===== src/rtl/pe_skew_feeder_pkg.sv =====
// Shared definitions for the pe_8x8_cluster skew feeder: tile geometry,
// feed-step counter sizing, FSM state encoding and lane packing helper.
package pe_skew_feeder_pkg;

  localparam int DATA_W = 16;
  localparam int ROWS   = 8;
  localparam int DEPTH  = 4;
  localparam int ADDR_W = 5;

  // One tile buffer holds every word of every row.
  localparam int WORDS  = ROWS * DEPTH;

  // Last feed step: the final row emits its terminating zero word here.
  localparam int T_LAST = ROWS - 1 + DEPTH;
  localparam int T_W    = $clog2(ROWS + DEPTH);

  // Width of the in-row word index; kept at least one bit wide.
  localparam int K_W    = (DEPTH > 1) ? $clog2(DEPTH) : 1;

  typedef logic [DATA_W-1:0] word_t;
  typedef logic [T_W-1:0]    step_t;

  typedef enum logic [1:0] {
    ST_IDLE = 2'd0,
    ST_RUN  = 2'd1,
    ST_HOLD = 2'd2
  } state_e;

  // Least significant bit of lane r inside a packed ROWS*DATA_W bus.
  function automatic int lane_lsb(input int lane);
    return lane * DATA_W;
  endfunction

endpackage


===== src/rtl/pe_skew_feeder_if.sv =====
// Control, buffer-write and cluster-feed signals of the skew feeder.
// master: the side that loads tiles and starts feeds; slave: the feeder.
interface pe_skew_feeder_if;
  import pe_skew_feeder_pkg::*;

  logic                     en;
  logic                     wr_en;
  logic                     wr_sel;
  logic [ADDR_W-1:0]        wr_addr;
  word_t                    wr_data;
  logic                     start;
  logic                     busy;
  logic [ROWS*DATA_W-1:0]   activations;
  logic [ROWS*DATA_W-1:0]   weights;
  logic [ROWS-1:0]          done;

  modport master (
    output en, wr_en, wr_sel, wr_addr, wr_data, start,
    input  busy, activations, weights, done
  );

  modport slave (
    input  en, wr_en, wr_sel, wr_addr, wr_data, start,
    output busy, activations, weights, done
  );

endinterface


===== src/rtl/pe_skew_feeder_lane.sv =====
// One feed lane of the skew feeder. Lane LANE starts LANE steps after lane 0,
// streams its DEPTH words, then emits a zero word and raises a sticky done.
module pe_skew_feeder_lane
  import pe_skew_feeder_pkg::*;
#(
  parameter int LANE = 0
) (
  input  logic                  clk,
  input  logic                  rst_n,
  input  logic                  en,
  input  logic                  clear,
  input  logic                  step,
  input  step_t                 t,
  input  word_t [DEPTH-1:0]     row_act,
  input  word_t [DEPTH-1:0]     row_wgt,
  output word_t                 act,
  output word_t                 wgt,
  output logic                  done
);

  localparam step_t LANE_T  = step_t'(LANE);
  localparam step_t DEPTH_T = step_t'(DEPTH);

  logic [T_W:0]   diff;
  logic           in_row;
  step_t          k;
  logic [K_W-1:0] k_idx;
  logic           word_hit;
  logic           end_hit;

  // Decode where step t falls in this lane's window: k = t - LANE.
  // NOTE: every always_comb output gets a default first so no path can infer a latch.
  always_comb begin
    diff     = {1'b0, t} - {1'b0, LANE_T};
    in_row   = ~diff[T_W];
    k        = diff[T_W-1:0];
    k_idx    = k[K_W-1:0];
    word_hit = in_row && (k < DEPTH_T);
    end_hit  = in_row && (k == DEPTH_T);
  end

  // Register this lane's word pair and its end-of-stream flag.
  always_ff @(posedge clk or negedge rst_n) begin
    if (!rst_n) begin
      act  <= '0;
      wgt  <= '0;
      done <= 1'b0;
    end else if (en) begin
      if (clear) begin
        act  <= '0;
        wgt  <= '0;
        done <= 1'b0;
      end else if (step) begin
        act <= word_hit ? row_act[k_idx] : '0;
        wgt <= word_hit ? row_wgt[k_idx] : '0;
        if (end_hit) begin
          done <= 1'b1;
        end
      end
    end
  end

endmodule


===== src/rtl/pe_skew_feeder.sv =====
// Front end of pe_8x8_cluster: buffers one activation tile and one weight
// tile, then on start streams them into the cluster in systolic skew, each
// row lagging the previous by one cycle and ending with a zero word + done.
module pe_skew_feeder
  import pe_skew_feeder_pkg::*;
(
  input  logic              clk,
  input  logic              rst_n,
  pe_skew_feeder_if.slave   bus
);

  localparam step_t T_LAST_T = step_t'(T_LAST);

  state_e state;
  step_t  t;
  logic   busy_q;

  word_t  abuf [WORDS];
  word_t  wbuf [WORDS];

  logic   start_go;
  logic   wr_go;
  logic   run;

  // A start or a write only takes effect while enabled and not feeding.
  always_comb begin
    run      = (state == ST_RUN);
    start_go = bus.en && bus.start && !run;
    wr_go    = bus.en && bus.wr_en && !run;
  end

  // Feed sequencer: IDLE/HOLD wait for start, RUN walks t to its last step.
  // NOTE: sequential state uses non-blocking assignments so every register samples pre-edge values.
  always_ff @(posedge clk or negedge rst_n) begin
    if (!rst_n) begin
      state  <= ST_IDLE;
      t      <= '0;
      busy_q <= 1'b0;
    end else if (bus.en) begin
      unique case (state)
        ST_IDLE, ST_HOLD: begin
          if (bus.start) begin
            state  <= ST_RUN;
            t      <= '0;
            busy_q <= 1'b1;
          end
        end
        ST_RUN: begin
          if (t == T_LAST_T) begin
            state  <= ST_HOLD;
            busy_q <= 1'b0;
          end else begin
            t <= t + 1'b1;
          end
        end
        default: begin
          state  <= ST_IDLE;
          t      <= '0;
          busy_q <= 1'b0;
        end
      endcase
    end
  end

  // Tile buffers; writes are blocked during a feed so the tile stays stable.
  // NOTE: buffer storage has no reset; its contents are don't-care until loaded.
  always_ff @(posedge clk) begin
    if (wr_go) begin
      if (bus.wr_sel) begin
        wbuf[bus.wr_addr] <= bus.wr_data;
      end else begin
        abuf[bus.wr_addr] <= bus.wr_data;
      end
    end
  end

  assign bus.busy = busy_q;

  for (genvar r = 0; r < ROWS; r++) begin : g_lane
    word_t [DEPTH-1:0] row_act;
    word_t [DEPTH-1:0] row_wgt;
    word_t             lane_act;
    word_t             lane_wgt;
    logic              lane_done;

    // Row r of each tile lives at addresses r*DEPTH .. r*DEPTH+DEPTH-1.
    for (genvar k = 0; k < DEPTH; k++) begin : g_word
      assign row_act[k] = abuf[r*DEPTH + k];
      assign row_wgt[k] = wbuf[r*DEPTH + k];
    end

    pe_skew_feeder_lane #(
      .LANE (r)
    ) u_lane (
      .clk     (clk),
      .rst_n   (rst_n),
      .en      (bus.en),
      .clear   (start_go),
      .step    (run),
      .t       (t),
      .row_act (row_act),
      .row_wgt (row_wgt),
      .act     (lane_act),
      .wgt     (lane_wgt),
      .done    (lane_done)
    );

    assign bus.activations[lane_lsb(r) +: DATA_W] = lane_act;
    assign bus.weights[lane_lsb(r) +: DATA_W]     = lane_wgt;
    assign bus.done[r]                            = lane_done;
  end

endmodule

===== src/flat_wrapper.sv =====
// flat-port wrapper written by rule: the top's interface ports become plain ports
module pe_skew_feeder_flat import pe_skew_feeder_pkg::*;
  (clk, rst_n, bus_en, bus_wr_en, bus_wr_sel, bus_wr_addr, bus_wr_data, bus_start, bus_busy, bus_activations, bus_weights, bus_done);
  pe_skew_feeder_if bus_i ();
  input  logic clk;
  input  logic rst_n;
  input wire logic [$bits(bus_i.en)-1:0] bus_en;
  input wire logic [$bits(bus_i.wr_en)-1:0] bus_wr_en;
  input wire logic [$bits(bus_i.wr_sel)-1:0] bus_wr_sel;
  input wire logic [$bits(bus_i.wr_addr)-1:0] bus_wr_addr;
  input wire logic [$bits(bus_i.wr_data)-1:0] bus_wr_data;
  input wire logic [$bits(bus_i.start)-1:0] bus_start;
  output wire logic [$bits(bus_i.busy)-1:0] bus_busy;
  output wire logic [$bits(bus_i.activations)-1:0] bus_activations;
  output wire logic [$bits(bus_i.weights)-1:0] bus_weights;
  output wire logic [$bits(bus_i.done)-1:0] bus_done;
  assign bus_i.en = bus_en;
  assign bus_i.wr_en = bus_wr_en;
  assign bus_i.wr_sel = bus_wr_sel;
  assign bus_i.wr_addr = bus_wr_addr;
  assign bus_i.wr_data = bus_wr_data;
  assign bus_i.start = bus_start;
  assign bus_busy = bus_i.busy;
  assign bus_activations = bus_i.activations;
  assign bus_weights = bus_i.weights;
  assign bus_done = bus_i.done;
  pe_skew_feeder u_core (.clk(clk), .rst_n(rst_n), .bus(bus_i));
endmodule

===== config.mk =====
export PLATFORM = sky130hd
export DESIGN_NAME = pe_skew_feeder_flat
export DESIGN_NICKNAME = d
export VERILOG_FILES = /design/src/rtl/pe_skew_feeder_pkg.sv /design/src/rtl/pe_skew_feeder_if.sv /design/src/rtl/pe_skew_feeder_lane.sv /design/src/rtl/pe_skew_feeder.sv /design/src/flat_wrapper.sv
export SDC_FILE = /design/constraint.sdc
export NUM_CORES = 1
export LEC_CHECK = 0
export CORE_MARGIN = 2
export CORE_UTILIZATION = 55
export DETAILED_ROUTE_END_ITERATION = 8
export PLACE_DENSITY = 0.75
export SLEW_MARGIN = 20
export SYNTH_ARGS = -nofsm -noshare
export SYNTH_HDL_FRONTEND = slang
export SYNTH_SLANG_ARGS = --single-unit
export TNS_END_PERCENT = 1

===== constraint.sdc =====
create_clock -name clk -period 3.4 [get_ports clk]
set_input_delay 0.68 -clock clk [delete_from_list [all_inputs] [get_ports clk]]
set_output_delay 0.68 -clock clk [all_outputs]
set_load 0.01 [all_outputs]

==> summary.md, run 1 <==
| Metric | Value |
|---|---|
| Num ports | `292` |
| VDD IR max | `627.3 µV` |
| Vias per std cell | `6.120` |
| Clk_skew | `0.01889 ns` |
| H-tree depth | `3` |
| Avg Synthesized Cell Area | `21.15 µm²` |
| Post-synth EDFFs | `1024` |
| Clk slew on worst S/H paths | `0.06 ns` |
| Layout Nets | `2705` |
| Post-route setup slack | `0.4564 ns` |
| Final number of max-transition violations | `0` |
| Post-Place Cells | `3697` |
| Initial Utilization | `55.28%` |
| Vias in the first global route | `24830` |
| Root Driver | `clkbuf_16` |
| Vias | `24020` |
| Max cap viols | `0` |
| Non-filler instance count after layout | `3925` |
| DR WL met2 | `55660 µm` |
| Critical path launch point type | `primary input` |
| Pleak | `19.71 nW` |
| Initial antenna violation count | `9` |
| Post-synth ARST share | `20.93%` |
| Area of the mapped netlist | `47730 µm²` |
| Max FO, Critical Path | `10` |
| CP Capture Type | `register` |
| Fin. Hold Viols | `0` |
| Hold crit path type | `primary input to register` |
| Layout cells sized above 1 | `21.47%` |
| CP required | `3.78 ns` |
| Fin crit share | `86.58%` |
| Dominant synthesized flop cell | `edfxtp_1` |
| Worst-Skew Late Latency | `0.68 ns` |
| # DRC | `0` |
| CTS tree | `built` |
| CP Class | `primary input to register` |
| Slew of the pin with the lowest slew margin | `1.090 ns` |
| F_max | `0.3397 GHz` |
| Register area | `37540 µm²` |
| Row count | `108` |
| Global-route wire length before repair | `162300 µm` |
| Clk sink count | `1295` |
| Routed Wire Length | `110400 µm` |
| Yosys cell types | `44` |
| Grt total ovfl | `0` |
| Die Width | `298.6 µm` |
| Core area | `86350 µm²` |
| Fillcell total | `5375` |
| Die extent in y | `298.6 µm` |
| Flop2flop setup slack | `0.65 ns` |
| Status | `complete, no violations` |
| Rel. slew slack | `27.36%` |
| Syn nets | `2299` |
| Final TNS setup | `0 ns` |
| Highest metal used | `met5` |
| Pin count of the biggest net entering global routing | `129` |
| Synth Instances | `2257` |
| Longest Clk Path Bufs | `3` |
| Layout Area Growth over Synthesis | `18.48%` |
| WP data arrival | `3.32 ns` |
| Die footprint | `89150 µm²` |
| 1st-iter DRT viols | `3044` |
| RSZ-0062 raised after global routing | `false` |
| Hold_ws | `0.2339 ns` |
| Pwr per Cell Area | `802.3 nW/µm²` |
| Setup violators final | `0` |
| I/O Buffers | `291` |
| Antenna-violating nets left | `0` |
| Final min period | `2.944 ns` |
| Area of the multi-input gates | `9163 µm²` |
| Total global-route track usage | `24.85%` |
| Synth Register Bits | `1295` |
| Num CTS Buffers | `118` |
| Yosys warning total | `0` |
| Sequential area share after synthesis | `78.63%` |
| Pre-CTS worst setup slack | `0.07475 ns` |
| Wire length on met3 | `9338 µm` |
| Met1 WL | `42280 µm` |
| Detailed placement HPWL | `64660 µm` |
| Router iterations before antenna repair | `8` |
| GPL Wtd Cong | `0.8512` |
| Final Core Density | `65.49%` |
| DR WL/cell | `28.13 µm` |
cells in the final DEF (no fill, tap or decap), types with 3 or more instances in the layout:
| master | count |
|---|---|
| inv_1 | 70 |
| clkbuf_8 | 5 |
| edfxtp_1 | 1024 |
| bufinv_16 | 21 |
| clkinv_4 | 5 |
| mux4_2 | 256 |
| a32o_1 | 65 |
| and3_1 | 4 |
| ha_1 | 14 |
| diode_2 | 3 |
| o21ai_0 | 73 |
| a22o_1 | 130 |
| buf_2 | 15 |
| buf_12 | 14 |
| nor2b_1 | 4 |
| nand2_1 | 81 |
| clkinvlp_4 | 6 |
| clkbuf_16 | 121 |
| nand4_1 | 3 |
| clkbuf_1 | 34 |
| nand3b_1 | 4 |
| clkdlybuf4s50_1 | 274 |
| buf_4 | 119 |
| nor2_1 | 72 |
| xor2_1 | 3 |
| clkinv_1 | 15 |
| dfrtp_1 | 269 |
| a31oi_1 | 5 |
| nand3_1 | 7 |
| clkinv_2 | 13 |
| a21oi_1 | 5 |
worst max-delay path, cell delays in order:
cell and delay, ns:
clkdlybuf4s50_1 0.70, nand2_1 0.14, nor3b_1 0.51, nand2_1 0.65, nor2_1 0.38, buf_4 0.25
worst paths after layout:
kind	start	end	depth (start not counted)
max	bus_en	u_core.wbuf[0][9]	6
min	bus_wr_data[15]	u_core.wbuf[27][15]	1
max reg2reg	u_core.state[0]	u_core.wbuf[0][9]	5
min reg2reg	u_core.g_lane[1].u_lane.wgt[0]	u_core.g_lane[1].u_lane.wgt[0]	2
max in group asynchronous	rst_n	u_core.g_lane[5].u_lane.wgt[5]	3
min in group asynchronous	rst_n	u_core.g_lane[2].u_lane.act[12]	2
cell families (layout without fill, tap and decap cells):
| family | Yosys count | count (layout) | share of synthesized area (%) |
|---|---|---|---|
| adders and majority gates | 15 | 15 | 0.3932 |
| muxes | 258 | 258 | 12.15 |
| xor gates and xnor gates | 5 | 5 | 0.09177 |
| DFF | 1295 | 1295 | 78.63 |
| buffers and inverters | 208 | 718 | 2.247 |
| and+or+nand+nor | 188 | 188 | 1.688 |
| other | 0 | 3 | 0 |
| AOI/OAI and AO/OA | 288 | 288 | 4.797 |
synthesized netlist by cell type (2+ instances only):
| library cell | number | area share [%] |
|---|---|---|
| nand3b_1 | 4 | 0.063 |
| nand4_1 | 3 | 0.039 |
| buf_6 | 20 | 0.47 |
| a22o_1 | 130 | 2.4 |
| buf_2 | 41 | 0.43 |
| dfrtp_1 | 271 | 14 |
| a32o_1 | 65 | 1.4 |
| ha_1 | 15 | 0.39 |
| and3_1 | 4 | 0.052 |
| or3b_2 | 2 | 0.037 |
| clkbuf_1 | 38 | 0.30 |
| nor2_1 | 73 | 0.57 |
| o21ai_0 | 73 | 0.77 |
| a21oi_1 | 5 | 0.052 |
| edfxtp_1 | 1024 | 64 |
| nor2b_1 | 5 | 0.066 |
| a31oi_1 | 5 | 0.066 |
| buf_1 | 15 | 0.12 |
| mux4_2 | 256 | 12 |
| buf_4 | 24 | 0.38 |
| xor2_1 | 3 | 0.055 |
| nand3_1 | 7 | 0.073 |
| inv_1 | 70 | 0.55 |
| xnor2_1 | 2 | 0.037 |
| a21boi_0 | 2 | 0.031 |
| nand2b_1 | 2 | 0.026 |
| nand2_1 | 81 | 0.64 |
stage by stage:
step           instance area (µm²)  total power (W)
2_1_floorplan                47730          0.02681
3_3_place_gp                 52410          0.03159
3_5_place_dp                 52410          0.03183
4_1_cts                      56540          0.04573
5_1_grt                      56540          0.04702
6_report                     56550          0.04537
state kept, by name, indices dropped and copies added, names as in the netlist:
register	cells
u_core.abuf	512
u_core.g_lane.u_lane.act	128
u_core.wbuf	512
u_core.state	2
u_core.bus.busy	1
u_core.t	4
u_core.g_lane.u_lane.wgt	128
u_core.g_lane.u_lane.done	8
where the power goes:
part	switching [W]	internal, W	total, W
Sequential	0.000969	0.0183	0.0192
Combinational	0.00619	0.00604	0.0122
Clock	0.00565	0.00825	0.0139
layout make-up:
type,instances,share of cell area [%]
Sequential cell,1295,66.38
Clock inverter,64,1.575
Timing Repair Buffer,424,7.103
Tap cell,1155,2.556
Antenna cell,3,0.01328
Multi-Input combinational cell,754,16.20
Clock buffer,160,5.702
Inverter,70,0.4647
layer usage:
| layer | up-vias | track usage [%] |
|---|---|---|
| met1 | 12770 | 33.33 |
| met3 | 190 | 5.765 |
| met4 | 14 | 7.645 |
| met5 | - | 0 |
| met2 | 1090 | 41.08 |
| li1 | 9957 | - |
timing repair:
item	4_1_cts	5_1_grt
hold endpoints to repair	3	0
hold buffers	1	0
setup buffers	0	0
resized for setup	0	0
Note: power is estimated with default switching activity, not from simulation.
==> run 2: changes to the inputs <==
--- a/config.mk
+++ b/config.mk
@@ -6,9 +6,9 @@
 export NUM_CORES = 1
 export LEC_CHECK = 0
 export CORE_MARGIN = 2
-export CORE_UTILIZATION = 55
+export CORE_UTILIZATION = 50
 export DETAILED_ROUTE_END_ITERATION = 8
-export PLACE_DENSITY = 0.75
+export PLACE_DENSITY = 0.69
 export SLEW_MARGIN = 20
 export SYNTH_ARGS = -nofsm -noshare
 export SYNTH_HDL_FRONTEND = slang
==> summary.md, run 2 (synthesis gave the netlist of run 1 again) <==
| Metric | Value |
|---|---|
| 1st-iter DRT viols | `2322 (-24%)` |
| Final min period | `2.773 ns (-0.1703 ns)` |
| Core area | `94870 µm² (+9.9%)` |
| Initial Utilization | `50.31% (-5.0 points)` |
| Routed Wire Length | `109600 µm (-0.68%)` |
| Grt met3 use | `5.736% (-0.029 points)` |
| Pleak | `19.87 nW (+0.84%)` |
| F_max | `0.3606 GHz (+6.1%)` |
| Non-filler instance count after layout | `4057 (+3.4%)` |
| Fin. Hold Viols | `0 (unchanged)` |
| Clk_skew | `0.02896 ns (+0.01007 ns)` |
| Grt total ovfl | `0 (unchanged)` |
| Row count | `113 (+4.6%)` |
| VDD IR max | `538.0 µV (-14%)` |
| Vias in the first global route | `24170 (-2.7%)` |
| Most frequent cells in the layout | `1024 x edfxtp_1, 274 x clkdlybuf4s50_1, 269 x dfrtp_1, 256 x mux4_2, 134 x clkbuf_16` |
| WP data arrival | `3.18 ns (-0.14 ns)` |
| Most used routing layer | `met2` |
| CTS tree | `built` |
| Die Width | `313.0 µm (+4.8%)` |
| Global-route wire length before repair | `161200 µm (-0.64%)` |
| Rel. slew slack | `32.95% (+5.6 points)` |
| Most common cell after layout, fill and taps aside | `edfxtp_1` |
| Layout Area Growth over Synthesis | `19.44%` |
| Longest Clk Path Bufs | `3 (unchanged)` |
| GR Util met1 | `30.32% (-3.0 points)` |
| Num CTS Buffers | `131 (+11%)` |
| # DRC | `0 (unchanged)` |
| Detailed placement HPWL | `65290 µm (+0.98%)` |
| Layout cells sized above 1 | `21.97% (+0.50 points)` |
| Antenna-violating nets left | `0 (unchanged)` |
| H-tree depth | `4 (+1)` |
| Vias | `23700 (-1.3%)` |
| Max cap viols | `0 (unchanged)` |
| Pwr per Cell Area | `801.3 nW/µm² (-0.13%)` |
| Die extent in y | `313.0 µm (+4.8%)` |
| Die footprint | `97950 µm² (+9.9%)` |
| Post-Place Cells | `3810 (+3.1%)` |
| Initial antenna violation count | `5 (-4)` |
| Post-cts sizing count | `0 (unchanged)` |
| Max FO, Critical Path | `16 (+6)` |
| Critical path launch point type | `register` |
| Total global-route track usage | `22.59% (-2.3 points)` |
| Vias per std cell | `5.842 (-4.6%)` |
| Fin crit share | `81.57% (-5.0 points)` |
| Largest regs | `u_core.abuf (512), u_core.wbuf (512)` |
| Root Driver | `clkbuf_16` |
| Status | `complete, no violations` |
| DR WL/cell | `27.03 µm (-3.9%)` |
| Final number of max-transition violations | `0 (unchanged)` |
| Clk sink count | `1295 (unchanged)` |
| GPL Wtd Cong | `0.8015 (-5.8%)` |
| I/O Buffers | `291 (unchanged)` |
| CP Capture Type | `register` |
| Router iterations before antenna repair | `8 (unchanged)` |
| Hold crit path type | `primary input to register` |
| Slew of the pin with the lowest slew margin | `1.002 ns (-0.08756 ns)` |
| CP required | `3.80 ns (+0.02 ns)` |
| Num ports | `292 (unchanged)` |
| RSZ-0062 raised after global routing | `false` |
| Total Power | `0.04568 W (+0.69%)` |
| Met2 usage | `36.78% (-4.3 points)` |
| Setup violators final | `0 (unchanged)` |
| Pin count of the biggest net entering global routing | `137 (+6.2%)` |
| Clk slew on worst S/H paths | `0.06 ns (about the same)` |
| CP Class | `register to register` |
| Hold_ws | `0.2378 ns (+0.003838 ns)` |
| Worst-Skew Late Latency | `0.75 ns (+0.07 ns)` |
| Layout Nets | `2722 (+0.63%)` |
[run 2: changes by cell type in the layout (fill, tap and decap cells not counted), moves of 3 or more]
cell / change
clkinv_2: +4
clkbuf_16: +13
clkbuf_8: +8
clkinv_4: -3
buf_4: +3
bufinv_16: -12
clkinvlp_4: -3
clkinv_16: +4
[run 2: worst paths after layout]
path	start	endpoint	slack [ns]	cells after the start
setup reg to reg	u_core.state[0]	u_core.wbuf[30][5]	0.63	6
max in group asynchronous	rst_n	u_core.g_lane[7].u_lane.act[2]	2.22	3
hold reg to reg	u_core.g_lane[3].u_lane.act[6]	u_core.g_lane[3].u_lane.act[6]	0.48	2
min in group asynchronous	rst_n	u_core.g_lane[2].u_lane.wgt[3]	0.35	2
setup / recovery	u_core.state[0]	u_core.wbuf[30][5]	0.63	6
hold / removal	bus_wr_data[14]	u_core.wbuf[29][14]	0.24	1
[run 2: worst max-delay path, stage by stage (launching register included)]
cell and delay [ns]:
dfrtp_1 0.44, nor2b_4 0.20, nor3b_1 0.70, nand2_1 0.38
buf_4 0.29, nor2_1 0.14, buf_4 0.28
[run 2: timing repair]
item / 4_1_cts / 5_1_grt
buffers inserted: 0 / 0
hold buffers: 1 / 0
endpoints found under the hold margin: 9 / 0
endpoints found under the setup margin: 0 / 0
[run 2: routing by layer]
| metal | share of wire [%] | up-vias |
|---|---|---|
| li1 | - | 10000 |
| met1 | 40 | 12580 |
| met2 | 50 | 939 |
| met3 | 7.7 | 173 |
| met4 | 2.5 | 10 |
| met5 | 0.061 | - |
[run 2: power by group]
group          switching [W]  internal, W  leakage (nW)
clock network        0.00597      0.00832          2.12
registers           0.000992       0.0183          12.9
logic                0.00603      0.00610          4.89
[run 2: final cells by class]
cell class                      instances  area [µm²]
Clock inverter                         60       695.7
Multi-Input combinational cell        754        9161
Clock buffer                          183        3667
Sequential cell                      1295       37540
Timing Repair Buffer                  428        4096
Tap cell                             1265        1583
Inverter                               70       262.8
Antenna cell                            2       5.005
Fill cell                            6584       37860
[run 2: per-stage QoR]
stage	TNS (ns)	util [%]	setup slack, ns	instance area [µm²]
floorplan	0	-	0.6202	47730
global placement	-0.1980	55.45	-0.01330	52600
detailed placement	-0.1037	55.45	-0.004979	52600
CTS	0	60.06	0.5876	56980
global route	0	60.09	0.3850	57000
finish	0	60.09	0.6267	57010
==> run 3: changes to the inputs <==
--- a/config.mk
+++ b/config.mk
@@ -8,7 +8,7 @@
 export CORE_MARGIN = 2
 export CORE_UTILIZATION = 50
 export DETAILED_ROUTE_END_ITERATION = 8
-export PLACE_DENSITY = 0.69
+export PLACE_DENSITY = 0.72
 export SLEW_MARGIN = 20
 export SYNTH_ARGS = -nofsm -noshare
 export SYNTH_HDL_FRONTEND = slang
==> constraint.sdc (replaced) <==
create_clock -name clk -period 2.4 [get_ports clk]
set_input_delay 0.48 -clock clk [delete_from_list [all_inputs] [get_ports clk]]
set_output_delay 0.48 -clock clk [all_outputs]
set_load 0.01 [all_outputs]
==> summary.md, run 3 (synthesis gave the netlist of run 1 again) <==
| Metric | Value |
|---|---|
| Layout Nets | `2746 (+0.88%)` |
| Num ports | `292 (unchanged)` |
| Most common cell after layout, fill and taps aside | `edfxtp_1` |
| Slew of the pin with the lowest slew margin | `0.7881 ns (-0.2139 ns)` |
| VDD IR max | `820.4 µV (+52%)` |
| CP Class | `register to output port` |
| Postcts setup bufs | `0 (unchanged)` |
| Pleak | `20.15 nW (+1.4%)` |
| Flop2flop setup slack | `0.12 ns (-0.51 ns)` |
| Global-route wire length before repair | `164400 µm (+1.9%)` |
| Pwr per Cell Area | `1115 nW/µm² (+39%)` |
| CP Capture Type | `output port` |
| Max FO, Critical Path | `2 (-14)` |
| Root Driver | `clkbuf_16` |
| Register area | `37540 µm² (unchanged)` |
| Core area | `94870 µm² (unchanged)` |
| Critical path launch point type | `register` |
| Max cap viols | `0 (unchanged)` |
| Total global-route track usage | `22.98% (+0.39 points)` |
| CP Buf/Inv Count | `1 (-1)` |
| Top cell family by delay on the critical path | `buffers and inverters` |
| 1st-iter DRT viols | `2703 (+16%)` |
| Clk sink count | `1295 (unchanged)` |
| Setup violators final | `0 (unchanged)` |
| CP required | `1.92 ns (-1.88 ns)` |
| Final min period | `2.334 ns` |
| Die Width | `313.0 µm (unchanged)` |
| Num CTS Buffers | `130 (-0.76%)` |
| Layout cells sized above 1 | `22.53% (+0.56 points)` |
| Row count | `113 (unchanged)` |
| Initial antenna violation count | `6 (+1)` |
| Hold Path Sink | `u_core.abuf[10][13]` |
| Largest regs | `u_core.abuf (512), u_core.wbuf (512)` |
| Worst reg2reg startpoint | `u_core.t[1]` |
| WP data arrival | `1.85 ns (-1.33 ns)` |
| Vias per std cell | `5.890 (+0.83%)` |
| Worst path slowest cell | `clkdlybuf4s50_1` |
| Routed Wire Length | `111200 µm (+1.4%)` |
| Fin. Hold Viols | `0 (unchanged)` |
| Clk slew on worst S/H paths | `0.06 ns (about the same)` |
| Worst-Skew Late Latency | `0.75 ns (about the same)` |
| Most frequent cells in the layout | `1024 x edfxtp_1, 274 x clkdlybuf4s50_1, 269 x dfrtp_1, 256 x mux4_2, 132 x clkbuf_16` |
| Grt total ovfl | `0 (unchanged)` |
| Vias in the first global route | `24740 (+2.4%)` |
| # DRC | `0 (unchanged)` |
| Rel. slew slack | `47.46% (+15 points)` |
| Clk_skew | `0.03119 ns (+0.002229 ns)` |
| GPL Wtd Cong | `0.8080 (+0.81%)` |
| I/O Buffers | `291 (unchanged)` |
| Hold_ws | `0.2060 ns (-0.03171 ns)` |
| Die footprint | `97950 µm² (unchanged)` |
| F_max | `0.4285 GHz` |
| CTS tree | `built` |
| Fin area | `57980 µm² (+1.7%)` |
| CP cell instances | `clkdlybuf4s50_1` |
| Antenna-violating nets left | `0 (unchanged)` |
| Die extent in y | `313.0 µm (unchanged)` |
| Critical path depth in cells | `1 (-5)` |
| Worst hold start | `bus_wr_data[13]` |
| Fillcell total | `6361 (-3.4%)` |
| Longest Clk Path Bufs | `3 (unchanged)` |
| Detailed placement HPWL | `66770 µm (+2.3%)` |
| Hold crit path type | `primary input to register` |
| Fin crit share | `97.25%` |
| Dpl cell area | `53810 µm² (+2.3%)` |
| Crit path largest cell delay | `0.61 ns (-0.09 ns)` |
| Antenna Cells | `0 (-2)` |
| Worst r2r path cells | `7 (+1)` |
| Vias | `24000 (+1.3%)` |
| Hold path depth | `1 (unchanged)` |
| Area of the multi-input gates | `9164 µm² (about the same)` |
| Worst setup startpoint | `u_core.g_lane[7].u_lane.done` |
| Final Core Density | `61.11% (+1.0 points)` |
| Pin count of the biggest net entering global routing | `129 (-5.8%)` |
| Router iterations before antenna repair | `6 (-2)` |
| Crit Reg-Reg Endpoint | `u_core.g_lane[1].u_lane.act[2]` |
| Status | `complete, no violations` |
| RSZ-0062 raised after global routing | `false` |
| Layout Area Growth over Synthesis | `21.47%` |
| Final number of max-transition violations | `0 (unchanged)` |
| Initial Utilization | `50.31% (unchanged)` |
| DR WL/cell | `27.29 µm (+0.97%)` |
| H-tree depth | `4 (unchanged)` |
run 3: cell types whose count changed in the layout (fill, tap and decap cells not counted), moves of 2 or more:
| cell | before | now |
|---|---|---|
| clkbuf_16 | 134 | 132 |
| bufinv_16 | 9 | 6 |
| buf_4 | 122 | 64 |
| buf_2 | 13 | 16 |
| diode_2 | 2 | 0 |
| clkinv_1 | 16 | 18 |
| clkinv_8 | 4 | 2 |
| clkinv_2 | 17 | 21 |
| inv_16 | 1 | 3 |
| inv_4 | 0 | 2 |
| clkbuf_8 | 13 | 4 |
| buf_12 | 16 | 97 |
| inv_6 | 4 | 7 |
run 3: timing repair:
action	CTS	global route
gates resized for setup	0	2
setup endpoints to repair	0	22
hold buffers	1	0
hold endpoints to repair	42	0
run 3: per-stage QoR:
| stage | TNS, ns | total power, W | instances | setup slack [ns] |
|---|---|---|---|---|
| global placement | -173.46 | 0.04534 | 3836 | -0.3122 |
| global route | 0 | 0.06721 | 4075 | 0.001251 |
| CTS | 0 | 0.06526 | 4075 | 0.05756 |
| detailed placement | -241.01 | 0.04567 | 3836 | -0.3613 |
| finish | 0 | 0.06465 | 4075 | 0.06603 |
| floorplan | -3.135 | 0.03803 | 2257 | -0.03345 |
run 3: worst max path at each step:
stage                                           end  slack, ns
finish                                  bus_done[7]       0.07
global route                    bus_activations[60]      0.001
CTS                             bus_activations[56]       0.06
detailed placement              u_core.wbuf[25][14]      -0.36
global placement                u_core.wbuf[25][13]      -0.31
floorplan           u_core.g_lane[5].u_lane.act[12]      -0.03
run 3: layout make-up:
type / instances / share of cell area [%]
Clock inverter: 66 / 1.140
Sequential cell: 1295 / 64.75
Timing Repair Buffer: 453 / 9.090
Tap cell: 1265 / 2.730
Inverter: 70 / 0.4597
Multi-Input combinational cell: 754 / 15.81
Clock buffer: 172 / 6.026
run 3: where the power goes:
group	total (W)	switching (W)	internal, W
registers	0.0273	0.00138	0.0259
clock network	0.0196	0.00848	0.0111
logic	0.0178	0.00883	0.00900
run 3: routing by layer:
metal	track usage (%)	up-vias	part of all wire, %
met1	30.88	12750	40
met2	36.97	1016	49
met3	6.160	171	8.1
met4	7.471	8	2.7
met5	0	-	0.042
li1	-	10060	-
